===== src/rtl/div_iterative_unit.sv =====
// Iterative restoring divider: one quotient bit per clock, signed or unsigned.
// Magnitudes are divided and the signs are applied on the finishing edge.
module div_iterative_unit #(
    parameter int WIDTH  = 32,
    parameter bit SIGNED = 1'b1,
    parameter int CNT_W  = 6
) (
    input  logic             clock,
    input  logic             reset,
    input  logic             ctrl_DIV,
    input  logic [WIDTH-1:0] data_operandA,
    input  logic [WIDTH-1:0] data_operandB,
    output logic [WIDTH-1:0] data_result,
    output logic [WIDTH-1:0] data_remainder,
    output logic             data_exception,
    output logic             data_inputRDY,
    output logic             data_resultRDY
);
    typedef enum logic [1:0] {IDLE, BUSY, DONE} state_t;

    localparam logic [WIDTH-1:0] MIN  = {1'b1, {(WIDTH-1){1'b0}}};
    localparam logic [CNT_W-1:0] LAST = CNT_W'(WIDTH);

    state_t           state, state_nxt;
    logic [CNT_W-1:0] cnt;
    logic [WIDTH-1:0] quo;       // remaining dividend bits shift out as quotient bits shift in
    logic [WIDTH-1:0] pr;
    logic [WIDTH-1:0] b_abs;
    logic             sign_q, sign_r, exc_pend;

    logic             accept, sign_a, sign_b, div_zero, ovf, q_bit;
    logic [WIDTH-1:0] a_abs, b_mag;
    logic [WIDTH:0]   shifted;
    logic [WIDTH+1:0] diff;
    logic             unused_diff;

    always_comb begin
        accept   = ctrl_DIV && (state != BUSY);
        sign_a   = SIGNED ? data_operandA[WIDTH-1] : 1'b0;
        sign_b   = SIGNED ? data_operandB[WIDTH-1] : 1'b0;
        a_abs    = sign_a ? -data_operandA : data_operandA;
        b_mag    = sign_b ? -data_operandB : data_operandB;
        div_zero = (data_operandB == '0);
        ovf      = SIGNED && (data_operandA == MIN) && (data_operandB == '1);
        shifted  = {pr, quo[WIDTH-1]};
        diff     = {1'b0, shifted} - {2'b00, b_abs};
        q_bit    = ~diff[WIDTH+1];
    end

    // shifted < 2*|B| always, so a non-negative difference never needs bit WIDTH
    assign unused_diff = diff[WIDTH];

    always_comb begin
        state_nxt = state;
        case (state)
            IDLE:    if (accept) state_nxt = BUSY;
            BUSY:    if (cnt == LAST) state_nxt = DONE;
            DONE:    state_nxt = accept ? BUSY : IDLE;
            default: state_nxt = IDLE;
        endcase
    end

    always_ff @(posedge clock) begin
        if (reset) state <= IDLE;
        else       state <= state_nxt;
    end

    assign data_inputRDY  = (state != BUSY);
    assign data_resultRDY = (state == DONE);

    // Exceptions preload the final quotient/remainder and jump the counter to
    // LAST, so they finish through the same output edge as a normal op.
    always_ff @(posedge clock) begin
        if (reset) begin
            cnt            <= '0;
            quo            <= '0;
            pr             <= '0;
            b_abs          <= '0;
            sign_q         <= 1'b0;
            sign_r         <= 1'b0;
            exc_pend       <= 1'b0;
            data_result    <= '0;
            data_remainder <= '0;
            data_exception <= 1'b0;
        end else if (accept) begin
            b_abs <= b_mag;
            if (div_zero) begin
                quo      <= '0;
                pr       <= data_operandA;
                sign_q   <= 1'b0;
                sign_r   <= 1'b0;
                cnt      <= LAST;
                exc_pend <= 1'b1;
            end else if (ovf) begin
                quo      <= MIN;
                pr       <= '0;
                sign_q   <= 1'b0;
                sign_r   <= 1'b0;
                cnt      <= LAST;
                exc_pend <= 1'b1;
            end else begin
                quo            <= a_abs;
                pr             <= '0;
                sign_q         <= sign_a ^ sign_b;
                sign_r         <= sign_a;
                cnt            <= '0;
                exc_pend       <= 1'b0;
                data_exception <= 1'b0;
            end
        end else if (state == BUSY) begin
            if (cnt == LAST) begin
                data_result    <= sign_q ? -quo : quo;
                data_remainder <= sign_r ? -pr : pr;
                data_exception <= exc_pend;
            end else begin
                pr  <= q_bit ? diff[WIDTH-1:0] : shifted[WIDTH-1:0];
                quo <= {quo[WIDTH-2:0], q_bit};
                cnt <= cnt + 1'b1;
            end
        end
    end
endmodule

===== config.mk =====
export PLATFORM = sky130hd
export DESIGN_NAME = div_iterative_unit
export DESIGN_NICKNAME = d
export VERILOG_FILES = /design/src/rtl/div_iterative_unit.sv
export SDC_FILE = /design/constraint.sdc
export NUM_CORES = 1
export LEC_CHECK = 0
export BUFFER_PORTS_ARGS = -buffer_cell sky130_fd_sc_hd__buf_2
export CAP_MARGIN = 20
export CORE_AREA = 2 2 146 148
export DETAILED_ROUTE_END_ITERATION = 12
export DIE_AREA = 0 0 148 150
export PLACE_DENSITY = 0.75
export SLEW_MARGIN = 15
export SYNTH_ARGS = -nofsm -noshare
export SYNTH_HDL_FRONTEND = slang
export SYNTH_SLANG_ARGS = --single-unit
export TNS_END_PERCENT = 5

===== constraint.sdc =====
create_clock -name clock -period 10.81 [get_ports clock]
set_input_delay 2.7025 -clock clock [delete_from_list [all_inputs] [get_ports clock]]
set_output_delay 2.7025 -clock clock [all_outputs]
set_load 0.01 [all_outputs]

Yosys cells after proc, flatten, opt, wreduce, memory -nomap -nowiden. Cells that the tools add are included.

Register bits after elaboration: 172. Bits of input ports: 67. Output and inout bits: 67. Word-level logic and storage cells: 75.

Add/sub/neg operators: 6. Equal/unequal tests: 11. Muxes and demuxes: 34. Bitwise operators: 3. Reduce and logical (&&, ||, !) cells: 10.

Operators with widths (count): $mux W32 (14); $neg A32 Y32 (4); $eq A32 B32 Y1 const B (2); $sub A33 B32 Y34 (1); $logic_not A32 Y1 (1); $mux W6 (5); $mux W1 (12); $ne A2 B2 Y1 const B (5); $add A6 B1 Y6 const B (1); $eq A6 B6 Y1 const B (1); $pmux W2 S3 (1); $mux W2 (2); $reduce_and A2 Y1 (2); $reduce_and A4 Y1 (1); $reduce_bool A2 Y1 (2); $reduce_and A3 Y1 (1); $eq A2 B1 Y1 const B (1); $eq A2 B2 Y1 const B (1); $logic_and A1 B1 Y1 (2); $logic_not A2 Y1 (1); $ne A2 B1 Y1 const B (1); $not A1 Y1 (2); $xor A1 B1 Y1 (1).

Logic depth before layout (Yosys ltp). Gate-level depths: netlist of run 1.

Word-level depth: 5. Mapped depth: 14. Gate-level depth less buffers: 13.

Least setup slack after synthesis of run 1. Ideal clock, no wire load.

Kind: input to register. From: input port data_operandA[14]. To: register quo[0]. Setup time: 0.140 ns. Arrival: 5.102 ns. Setup slack: 5.568 ns. Cell stages on the path: 11. Buffers on the path: 2. Cell sequence: or3_1 -> or4_1 -> or2_2 -> clkbuf_1 -> or3b_2 -> nor3_1 -> or2_2 -> nor2_1 -> clkbuf_1 -> nand2_1 -> a221oi_1.

Word-level cells in the longest chain between the ends: 5.

RTL lines: start, declared (RTL line 11) `input logic [WIDTH-1:0] data_operandA,`; $eq A32 B32 Y1 (RTL line 44) `ovf = SIGNED && (data_operandA == MIN) && (data_operandB == '1);`; $logic_and A1 B1 Y1 (RTL line 44); $mux W32 (RTL line 94) `end else if (ovf) begin`; $mux W32 (RTL line 87) `if (div_zero) begin`; $mux W32 (RTL line 85) `end else if (accept) begin`; end signal, assigned (RTL line 102) `quo <= a_abs;`; end signal, assigned (RTL line 117) `quo <= {quo[WIDTH-2:0], q_bit};`; end, declared (RTL line 26) `logic [WIDTH-1:0] quo;`.

No other way between the ends. A chain may end at the register's enable or synchronous reset.

Final worst setup path of run 1. Ends and elaborated chain as after synthesis.

==> metrics.md, run 1 <==
| Metric | Value |
|---|---|
| Layout Cells excl Fill | `1805` |
| Critical path's most frequent cell | `or2_2` |
| Vias | `10.8k` |
| Max_slew headroom | `24.7%` |
| FF+latch count, synth | `172` |
| Netlist Area Pre-Place | `11100 um^2` |
| CTS Root Buffer Type | `clkbuf_16` |
| H-tree level count | `4` |
| Row cnt | `53` |
| Post-synth EDFFs | `0` |
| Maximum VDD drop | `0.0000985 V` |
| Status | `finished clean` |
| Most used DFF post-synth | `dfxtp_1` |
| Hold path start | `data_result[0]` |
| Max incr delay on CP | `0.48 ns` |
| RSZ-0062 raised after global routing | `no` |
| Top cell type's share of synthesized area | `between 30 and 40%` |
| Die width | `~150 um` |
| WP data arrival | `5.41 ns` |
| Hold worst-path end | `data_result[0]` |
| Post-CTS Hold Fix Bufs | `0` |
| Final period util | `a little under half` |
| Worst R2R Path Depth | `13` |
| PortBufs | `133` |
| Capturing point of the worst reg2reg path | `pr[24]` |
| Post-DP HPWL | `23000 um` |
| Inst Count DP | `1771` |
| Post-synthesis sequential area ratio | `31.0%` |
| GRT overflow | `0` |
| Maxcap violations | `0` |
| # DRC | `0` |
| Initial antenna violation count | `0` |
| Reg-to-reg startpoint | `quo[31]` |
| Final setup vio count | `0` |
| Ports | `134` |
| Vias in the first global route | `9660` |
| First-pass GRT wire length | `around 50000 um` |
| Final hold vios | `0` |
| Die Footprint | `roughly 22000 um^2` |
| Gpl congestion | `0.970` |
| Gr usage total | `28.2%` |
| Initial Utilization | `53.7%` |
| Largest cells by area after synthesis | `dfxtp_1, xor2_1, a211oi_1` |
| TritonCTS buffer count | `17` |
| Crit path launch type | `primary input` |
| Async SR Flop Fraction | `0%` |
| Setup slack, reg-to-reg | `7.01 ns` |
| Routed length per instance | `17.5 um` |
| Distinct cells, synth | `63` |
| Remaining antenna violation count after routing | `0` |
| Starting DRC count in detailed routing | `about 1.0k` |
| Clock Tree Buf Depth | `2` |
| Synth Net Count | `between 1.5k and 2k` |
| Die H | `150 um` |
| Worst-Margin Slew | `1.13 ns` |
| CTS clock-pin slew for the worst setup and hold paths | `around 0.07 ns` |
| Tightest Hold Check Type | `flip-flop to flip-flop` |
| Pin count of the biggest net entering global routing | `89` |
| Nets | `1622` |
| LEAKAGE | `4.83 nW` |
| Slowest cell on the critical path | `or3b_2` |
| WHS Path Cells | `2` |
| Drt pass-1 iters | `6` |
| Vias per inst | `roughly 6.0` |
| Core Area | `roughly 21000 um^2` |
| Critical path capture point type | `flip-flop` |
| Post-CTS resize count | `0` |
| Layout area overhead | `12.1%` |
| Setup CP Type | `primary input to flip-flop` |
| CP Cell Sequence | `buf_2 -> or3_1 -> or4_1 -> or2_2 -> or3b_2 -> nor3_1 -> or2_2 -> nor2_1 -> buf_4 -> nand2_1 -> a221oi_1` |
| Required time of the worst setup path | `11.07 ns` |
| Setup Skew | `a little over 0.01 ns` |
| Total Routed Length | `31500 um` |
| Pwr/cell area | `between 150 and 200 nW/um^2` |
| Syn_area_per_cell | `7.66 um^2` |
| Slew Viols, Final | `0` |
| WHS | `0.453 ns` |
| TNS Setup | `0 ns` |
| Synth Instances | `1450` |
| Fin crit period | `slightly above 5 ns` |
| Yosys top cell by area | `dfxtp_1` |
| Total of warnings raised by yosys | `0` |
| CTS Sinks | `172` |
| Post-CTS setup buffers | `0` |
| Maximum fanout along the worst path | `30` |
| Skew-Pair Late Insertion Delay | `between 0.4 and 0.5 ns` |
| Max Freq | `0.194 GHz` |
| Share of cells above drive strength 1 | `between 10% and 20%` |
| CTS tree | `done` |
-- cell type report --
type                    instances  area (um^2)
inverters                      55          206
fillers                      1960         8250
repair buffers                146          766
flip-flops and latches        172         3440
clock buffers                  20          447
well taps                     275          344
diodes                          2         5.00
clock inverters                12          138
multi-input cells            1123         7090
-- critical path, delay by kind of cell --
family / cells / cell delay, ns
AO/OA/AOI/OAI: 1 / 0.07
AND/OR/NAND/NOR: 8 / 2.23
buffers and inverters: 2 / 0.42
-- how the worst max path moves through the flow --
stage / start / end / cells past startpoint
after floorplan: data_operandA[14] / quo[0] / 11
after global placement: data_operandA[14] / quo[0] / 11
after detailed placement: data_operandA[14] / quo[29] / 11
after CTS: data_operandA[14] / quo[0] / 11
after global routing: data_operandA[14] / quo[27] / 11
final: data_operandA[14] / quo[0] / 11
-- flip-flops by register name (all words and copies together) (netlist names) --
signal,count
data_result,32
sign_r,1
exc_pend,1
cnt,6
b_abs,32
data_remainder,32
data_exception,1
quo,32
pr,32
state,2
sign_q,1
-- layer usage --
metal  routed length [um]  part of all wire (%)  vias to the layer above  GRT usage, %
li1                     -                     -                     5365             -
met2                14000                    44                      422          44.4
met1                14500                    46                     4959          39.5
met3                 1960                   6.2                       73          3.75
met4                 1010                   3.2                        0          10.7
met5                    0                     0                        -             0
-- through the flow --
stage / util [%] / cell area [um^2] / worst slack (ns) / power, mW
finish: 60.1 / 12400 / 5.66 / 2.03
global route: 60.1 / 12400 / 5.52 / 2.14
CTS: 60.1 / 12400 / 5.69 / 2.02
detailed placement: 57.3 / 11900 / 5.25 / 1.40
global placement: 57.3 / 11900 / 5.29 / 1.39
floorplan: - / 11100 / 5.57 / 1.24
-- cell families (layout without fill, tap and decap cells) --
logic type	after synthesis	count (layout)	share of synthesized area, %
and+or+nand+nor	470	470	19.8
AOI/OAI and AO/OA	446	446	25.9
DFF	172	172	31.0
buffers and inverters	155	233	5.30
xor gates and xnor gates	147	147	11.6
adders and majority gates	40	40	4.58
muxes	20	20	1.81
other	0	2	0
-- cells in the mapped netlist (all sizes together), types with 2 or more instances --
| cell | n |
|---|---|
| mux2i | 19 |
| nor2 | 173 |
| a21boi | 3 |
| o211ai | 2 |
| clkbuf | 82 |
| or4 | 22 |
| a31oi | 8 |
| nor4b | 2 |
| nor4 | 18 |
| a21o | 7 |
| a21oi | 99 |
| nor2b | 5 |
| dfxtp | 172 |
| o211a | 2 |
| o21a | 4 |
| or3 | 27 |
| xor2 | 98 |
| inv | 55 |
| a221oi | 7 |
| nand3b | 4 |
| nand4 | 14 |
| and3 | 3 |
| buf | 18 |
| o31ai | 36 |
| nor3 | 35 |
| a222oi | 2 |
| o41ai | 16 |
| o21bai | 6 |
| or2 | 13 |
| a22o | 2 |
| a211o | 3 |
| a211oi | 105 |
| xnor2 | 49 |
| nand2 | 125 |
| ha | 39 |
| nand3 | 21 |
| a31o | 3 |
| o21ai | 125 |
| nand2b | 5 |
| a2111oi | 5 |
-- report_power, final --
group / internal, mW / switching [mW]
combinational: 0.266 / 0.404
sequential: 0.674 / 0.0642
clock: 0.350 / 0.272
-- cells in the final DEF (no fill, tap or decap), types with 21 or more instances in the layout --
cell and count:
a211oi_1 105, a21oi_1 99, buf_2 132, dfxtp_1 172, ha_1 39, inv_1 55, nand2_1 124, nand3_1 21
nor2_1 170, nor3_1 34, o21ai_0 124, o31ai_1 34, or3_1 27, xnor2_1 49, xor2_1 98
Power figures use the tool's default switching activity.
==> inputs of run 2 (changes only) <==
--- a/config.mk
+++ b/config.mk
@@ -5,12 +5,13 @@
 export SDC_FILE = /design/constraint.sdc
 export NUM_CORES = 1
 export LEC_CHECK = 0
+export ABC_AREA = 1
 export BUFFER_PORTS_ARGS = -buffer_cell sky130_fd_sc_hd__buf_2
 export CAP_MARGIN = 20
-export CORE_AREA = 2 2 146 148
+export CORE_AREA = 2 2 163 165
 export DETAILED_ROUTE_END_ITERATION = 12
-export DIE_AREA = 0 0 148 150
-export PLACE_DENSITY = 0.75
+export DIE_AREA = 0 0 165 167
+export PLACE_DENSITY = 0.74
 export SLEW_MARGIN = 15
 export SYNTH_ARGS = -nofsm -noshare
 export SYNTH_HDL_FRONTEND = slang
==> constraint.sdc (replaced) <==
create_clock -name clock -period 4.9 [get_ports clock]
set_input_delay 1.225 -clock clock [delete_from_list [all_inputs] [get_ports clock]]
set_output_delay 1.225 -clock clock [all_outputs]
set_load 0.01 [all_outputs]
==> metrics.md, run 2 <==
| Metric | Value |
|---|---|
| Status | `finished clean (unchanged)` |
| FF+latch count, synth | `172 (unchanged)` |
| Yosys top cell by area | `dfxtp_1 (unchanged)` |
| Pwr/cell area | `370 nW/um^2 (was 163 nW/um^2)` |
| TritonCTS buffer count | `17 (unchanged)` |
| Drt pass-1 iters | `5 (was 6)` |
| First-pass GRT wire length | `77000 um (was 50900 um)` |
| Fin crit period | `3.13 ns` |
| Final setup vio count | `0 (unchanged)` |
| Die H | `167 um (was 150 um)` |
| Top cell type's share of synthesized area | `24.7% (was 31.0%)` |
| Critical path capture point type | `flip-flop (unchanged)` |
| Total Routed Length | `48300 um (was 31500 um)` |
| Netlist Area Pre-Place | `13900 um^2 (was 11100 um^2)` |
| WL met2 | `21000 um (was 14000 um)` |
| PortBufs | `133 (unchanged)` |
| Final period util | `63.9%` |
| Vias in the first global route | `14.5k (was 9660)` |
| Initial Utilization | `54.0% (was 53.7%)` |
| Tightest Hold Check Type | `flip-flop to flip-flop (unchanged)` |
| Maxcap violations | `0 (unchanged)` |
| Required time of the worst setup path | `5.26 ns (was 11.07 ns)` |
| Most frequent cell after synthesis | `nand2_1 (was nor2_1)` |
| Total of warnings raised by yosys | `0 (unchanged)` |
| Largest cells by area after synthesis | `dfxtp_1, nand2_1, inv_1 (was dfxtp_1, xor2_1, a211oi_1)` |
| H-tree level count | `4 (unchanged)` |
| Routed length per instance | `17.2 um (was 17.5 um)` |
| Post-synthesis sequential area ratio | `24.7% (was 31.0%)` |
| Skew-Pair Late Insertion Delay | `0.45 ns (was 0.43 ns)` |
| Max Freq | `~0.32 GHz` |
| Final instance area | `15300 um^2 (was 12400 um^2)` |
| Most used DFF post-synth | `dfxtp_1 (unchanged)` |
| Final hold vios | `0 (unchanged)` |
| Gpl congestion | `1.03 (was 0.970)` |
| RSZ-0062 raised after global routing | `no (unchanged)` |
| Die Footprint | `27600 um^2 (was 22200 um^2)` |
| TNS Setup | `0 ns (unchanged)` |
| Post-synth EDFFs | `0 (unchanged)` |
| WP data arrival | `3.49 ns (was 5.41 ns)` |
| Commonest cells post-synth | `nand2_1, inv_1, nor2_1, o21ai_0, nand3_1 (was nor2_1, dfxtp_1, nand2_1, o21ai_0, a211oi_1)` |
| Post-CTS setup buffers | `0 (unchanged)` |
| Core Area | `25800 um^2 (was 20700 um^2)` |
| Commonest non-fill, non-tap cells in the layout | `nand2_1, inv_1, nor2_1 (was dfxtp_1, nor2_1, buf_2)` |
| CTS tree | `done (unchanged)` |
| Clock Tree Buf Depth | `2 (unchanged)` |
| Initial antenna violation count | `0 (unchanged)` |
| Commonest non-fill, non-tap cell in the layout | `nand2_1 (was dfxtp_1)` |
| Vias | `15.6k (was 10.8k)` |
| Setup CP Type | `primary input to flip-flop (unchanged)` |
| Placed inst area | `14700 um^2 (was 11900 um^2)` |
| Die width | `165 um (was 148 um)` |
| Worst-Margin Slew | `1.04 ns (was 1.13 ns)` |
| Layout Cells excl Fill | `2803 (was 1805)` |
| Max_slew headroom | `30.6% (was 24.7%)` |
| Setup Skew | `0.0197 ns (was 0.0101 ns)` |
| Pin count of the biggest net entering global routing | `116 (was 89)` |
| GRT overflow | `0 (unchanged)` |
| Post-DP HPWL | `37700 um (was 23000 um)` |
| Row cnt | `59 (was 53)` |
| CTS Root Buffer Type | `clkbuf_16 (unchanged)` |
| Ports | `134 (unchanged)` |
| Distinct cells, synth | `49 (was 63)` |
| Async SR Flop Fraction | `0% (unchanged)` |
| Synth Net Count | `2489 (was 1557)` |
| Syn_area_per_cell | `5.84 um^2 (was 7.66 um^2)` |
| Max layer used | `met4 (unchanged)` |
| Synth Instances | `2382 (was 1450)` |
| Remaining antenna violation count after routing | `0 (unchanged)` |
| Filler instances | `2662 (was 1960)` |
| LEAKAGE | `8.03 nW (was 4.83 nW)` |
| Share of cells above drive strength 1 | `9.52% (was 13.8%)` |
| Layout area overhead | `9.86% (was 12.1%)` |
| M1 wire length | `21100 um (was 14500 um)` |
| Maximum VDD drop | `0.000211 V (was 0.0000985 V)` |
| Maximum fanout along the worst path | `32 (was 30)` |
| Gr usage total | `35.6% (was 28.2%)` |
| Crit path launch type | `primary input (unchanged)` |
| Nets | `2562 (was 1622)` |
| Post-CTS resize count | `0 (unchanged)` |
| Starting DRC count in detailed routing | `1756 (was 1033)` |
| Inst Count DP | `2770 (was 1771)` |
| Post-CTS Hold Fix Bufs | `0 (unchanged)` |
| Metal3 WL | `4310 um (was 1960 um)` |
| Slew Viols, Final | `0 (unchanged)` |
| Antenna diodes | `0 (was 2)` |
| Vias per inst | `5.55 (was 5.99)` |
| CTS clock-pin slew for the worst setup and hold paths | `0.08 ns (was 0.07 ns)` |
| CTS Sinks | `172 (unchanged)` |
| # DRC | `0 (unchanged)` |
-- run 2: cell count changes after synthesis, moves of 25 or more --
| cell | delta |
|---|---|
| a211oi_1 | -103 |
| xnor2_1 | -25 |
| o31ai_1 | -33 |
| a21oi_1 | +28 |
| nand3_1 | +152 |
| xor2_1 | -44 |
| nand4_1 | +33 |
| o21ai_0 | +53 |
| nor2_1 | +91 |
| or3_1 | -26 |
| clkbuf_1 | -32 |
| inv_1 | +348 |
| nand2_1 | +505 |
-- run 2: layer usage --
layer,up-vias,GRT usage (%)
li1,7701,-
met1,7059,48.9
met2,696,55.0
met3,108,6.75
met4,0,13.2
met5,-,0
-- run 2: kinds of logic after synthesis --
kind of cell / share of synthesized area [%]
compound gates: 15.4
xor+xnor: 4.91
fa+ha+maj: 3.65
buf+inv: 14.1
flops: 24.7
simple gates: 37.2
-- run 2: worst paths after layout --
kind,to,cells after the start,slack (ns),from
setup / recovery,pr[31],10,1.77,data_operandB[31]
hold / removal,data_exception,2,0.49,data_exception
setup reg to reg,pr[12],9,1.84,cnt[0]
hold reg to reg,data_exception,2,0.49,data_exception
-- run 2: layout make-up --
type | count | area [um^2] | area share [%]
Clock buffer | 18 | 429 | 2.81
Clock inverter | 14 | 170 | 1.11
Inverter | 408 | 1530 | 10.0
Tap cell | 335 | 419 | 2.74
Sequential cell | 172 | 3440 | 22.5
Timing Repair Buffer | 143 | 778 | 5.09
Multi-Input combinational cell | 1713 | 8510 | 55.7
-- run 2: through the flow --
step | hold slack, ns | power, mW | setup WS, ns | utilization [%]
floorplan | 0.447 | 3.51 | 2.29 | -
global placement | 0.466 | 4.18 | 1.49 | 56.9
detailed placement | 0.474 | 4.21 | 1.43 | 56.9
CTS | 0.489 | 5.59 | 1.83 | 59.2
global route | 0.514 | 6.04 | 1.56 | 59.3
finish | 0.485 | 5.65 | 1.77 | 59.3
-- run 2: power breakdown --
part / internal (mW) / switching, mW
registers: 1.50 / 0.193
logic: 0.815 / 1.74
clock network: 0.695 / 0.698
-- run 2: worst max-delay path, cell delays in order --
cell     delay (ns)
buf_2          0.26
inv_1          0.33
nand3_1        0.21
nor3_4         0.25
nand3_4        0.30
nor2_8         0.48
nand2_1        0.11
nand2_1        0.09
inv_1          0.06
a21oi_1        0.15
==> inputs of run 3 (changes only) <==
==> constraint.sdc (replaced) <==
create_clock -name clock -period 3.22 [get_ports clock]
set_input_delay 0.805 -clock clock [delete_from_list [all_inputs] [get_ports clock]]
set_output_delay 0.805 -clock clock [all_outputs]
set_load 0.01 [all_outputs]
==> metrics.md, run 3 (synthesis gave the netlist of run 2 again) <==
| Metric | Value |
|---|---|
| Status | `finished clean (unchanged)` |
| First-pass GRT wire length | `78300 um (was 77000 um)` |
| Post-CTS Hold Fix Bufs | `0 (unchanged)` |
| Slew Viols, Final | `0 (unchanged)` |
| Ports | `134 (unchanged)` |
| WP data arrival | `3.08 ns (was 3.49 ns)` |
| Filler instances | `2672 (was 2662)` |
| Pwr/cell area | `562 nW/um^2 (was 370 nW/um^2)` |
| Total Routed Length | `49900 um (was 48300 um)` |
| Post-CTS resize count | `0 (unchanged)` |
| Required time of the worst setup path | `3.59 ns (was 5.26 ns)` |
| WP buf/inv | `1 (was 3)` |
| GRT overflow | `0 (unchanged)` |
| LEAKAGE | `8.14 nW (was 8.03 nW)` |
| RSZ-0062 raised after global routing | `no (unchanged)` |
| Crit path launch | `pr[8] (was data_operandB[31])` |
| Crit. path cell count | `13 (was 10)` |
| Setup CP Type | `flip-flop to flip-flop (was primary input to flip-flop)` |
| Max Freq | `roughly 0.37 GHz` |
| Placed inst area | `14800 um^2 (was 14700 um^2)` |
| Gpl congestion | `0.999 (was 1.03)` |
| CTS Root Buffer Type | `clkbuf_16 (unchanged)` |
| Starting DRC count in detailed routing | `1670 (was 1756)` |
| Row cnt | `59 (unchanged)` |
| Crit path launch type | `flip-flop (was primary input)` |
| Skew-Pair Late Insertion Delay | `0.45 ns (about the same)` |
| Reg-to-reg startpoint | `pr[8] (was cnt[0])` |
| Final period util | `84.2%` |
| Maxcap violations | `0 (unchanged)` |
| Core Area | `25800 um^2 (unchanged)` |
| Maximum VDD drop | `0.000339 V (was 0.000211 V)` |
| Vias in the first global route | `14.5k (about the same)` |
| CTS clock-pin slew for the worst setup and hold paths | `0.08 ns (about the same)` |
| Initial antenna violation count | `1 (was 0)` |
| CP Cell Sequence | `ha_1 -> nand2_1 -> nor2_1 -> nand2_1 -> inv_1 -> nand2_1 -> nand2_2 -> nand2_4 -> nand2_4 -> nand2_4 -> nand2_1 -> nand2_1 -> a21oi_1 (was buf_2 -> inv_1 -> nand3_1 -> nor3_4 -> nand3_4 -> nor2_8 -> nand2_1 -> nand2_1 -> inv_1 -> a21oi_1)` |
| Gr usage total | `36.5% (was 35.6%)` |
| TritonCTS buffer count | `17 (unchanged)` |
| Final hold vios | `0 (unchanged)` |
| Max_slew headroom | `53.2% (was 30.6%)` |
| Maximum fanout along the worst path | `33 (was 32)` |
| Post-DP HPWL | `39700 um (was 37700 um)` |
| CTS tree | `done (unchanged)` |
| Share of cells above drive strength 1 | `10.3% (was 9.52%)` |
| Worst-Margin Slew | `0.702 ns (was 1.04 ns)` |
| Layout area overhead | `11.0% (was 9.86%)` |
| Max incr delay on CP | `0.47 ns (was 0.48 ns)` |
| Nets | `2583 (was 2562)` |
| Routed length per instance | `17.7 um (was 17.2 um)` |
| Critical path's most frequent cell | `nand2_1` |
| Setup Skew | `0.0214 ns (was 0.0197 ns)` |
| Commonest non-fill, non-tap cell in the layout | `nand2_1 (unchanged)` |
| Initial Utilization | `54.0% (unchanged)` |
| Tightest Hold Check Type | `flip-flop to flip-flop (unchanged)` |
| Post-CTS setup buffers | `0 (unchanged)` |
| Final setup vio count | `0 (unchanged)` |
| Critical path capture point type | `flip-flop (unchanged)` |
| Vias | `15.7k (was 15.6k)` |
| Hold path start | `cnt[1] (was data_exception)` |
| Top Family by Delay on Critical Path | `simple AND/OR/NAND/NOR gates (unchanged)` |
| Final instance area | `15400 um^2 (was 15300 um^2)` |
| Die H | `167 um (unchanged)` |
| Vias per inst | `5.54 (was 5.55)` |
| PortBufs | `133 (unchanged)` |
| Die width | `165 um (unchanged)` |
| Slowest cell on the critical path | `ha_1 (was nor2_8)` |
| H-tree level count | `4 (unchanged)` |
| Worst R2R Path Depth | `13 (was 9)` |
| Commonest non-fill, non-tap cells in the layout | `nand2_1, inv_1, nor2_1 (unchanged)` |
| TNS Setup | `0 ns (unchanged)` |
| WHS Path Cells | `2 (unchanged)` |
| Drt pass-1 iters | `6 (was 5)` |
| CTS Sinks | `172 (unchanged)` |
| Remaining antenna violation count after routing | `0 (unchanged)` |
| Die Footprint | `27600 um^2 (unchanged)` |
| # DRC | `0 (unchanged)` |
| Pin count of the biggest net entering global routing | `77 (was 116)` |
| Fin crit period | `2.71 ns` |
| Clock Tree Buf Depth | `2 (unchanged)` |
==> run 3: cell types whose count changed in the layout (fill, tap and decap cells not counted) <==
cell      previous run  this run
clkinv_8             4         7
inv_12               1         0
clkbuf_1             1         0
clkbuf_8             0         1
clkinv_4             1         3
inv_8                4         1
buf_12               3         2
diode_2              0         1
inv_6                4         3
buf_4                7        29
==> run 3: layer usage <==
| layer | share of wire (%) | wire length (um) | track usage, % |
|---|---|---|---|
| met3 | 7.3 | 3630 | 5.40 |
| met2 | 44 | 21800 | 56.2 |
| met5 | 0 | 0 | 0 |
| met4 | 4.3 | 2140 | 15.5 |
| met1 | 45 | 22300 | 50.6 |
==> run 3: path summary, 6_finish.rpt <==
path	end	slack [ns]
worst max-delay path	pr[31]	0.51
worst min register to register	cnt[1]	0.49
worst min-delay path	cnt[1]	0.49
worst max register to register	pr[31]	0.51
==> run 3: final cells by class <==
type / count / area (um^2) / area share [%]
repair buffers: 164 / 923 / 5.98
inverters: 408 / 1530 / 9.91
diodes: 1 / 2.50 / 0.0162
flip-flops and latches: 172 / 3440 / 22.3
well taps: 335 / 419 / 2.71
clock buffers: 18 / 439 / 2.84
clock inverters: 14 / 178 / 1.15
multi-input cells: 1713 / 8510 / 55.1
==> run 3: power by group <==
| part | leakage, nW | switching (mW) | internal, mW |
|---|---|---|---|
| Sequential | 1.41 | 0.249 | 2.29 |
| Clock | 0.297 | 1.08 | 1.07 |
| Combinational | 6.43 | 2.72 | 1.28 |
| Total | 8.14 | 4.04 | 4.64 |
==> run 3: stage by stage <==
step	power [mW]	std cells	setup slack, ns	utilization, %	hold slack (ns)
floorplan	5.34	2382	1.03	-	0.447
global placement	6.44	2792	0.484	57.6	0.465
detailed placement	6.47	2792	0.470	57.6	0.476
CTS	8.61	2824	0.580	60.0	0.487
global route	9.25	2825	0.336	60.0	0.512
finish	8.68	2825	0.510	60.0	0.488
==> run 3: worst register-to-register path, stage by stage, from the launching register on <==
cell	delay (ns)
dfxtp_1	0.44
ha_1	0.47
nand2_1	0.16
nor2_1	0.22
nand2_1	0.08
inv_1	0.08
nand2_1	0.08
nand2_2	0.09
nand2_4	0.20
nand2_4	0.37
nand2_4	0.16
nand2_1	0.10
nand2_1	0.05
a21oi_1	0.13
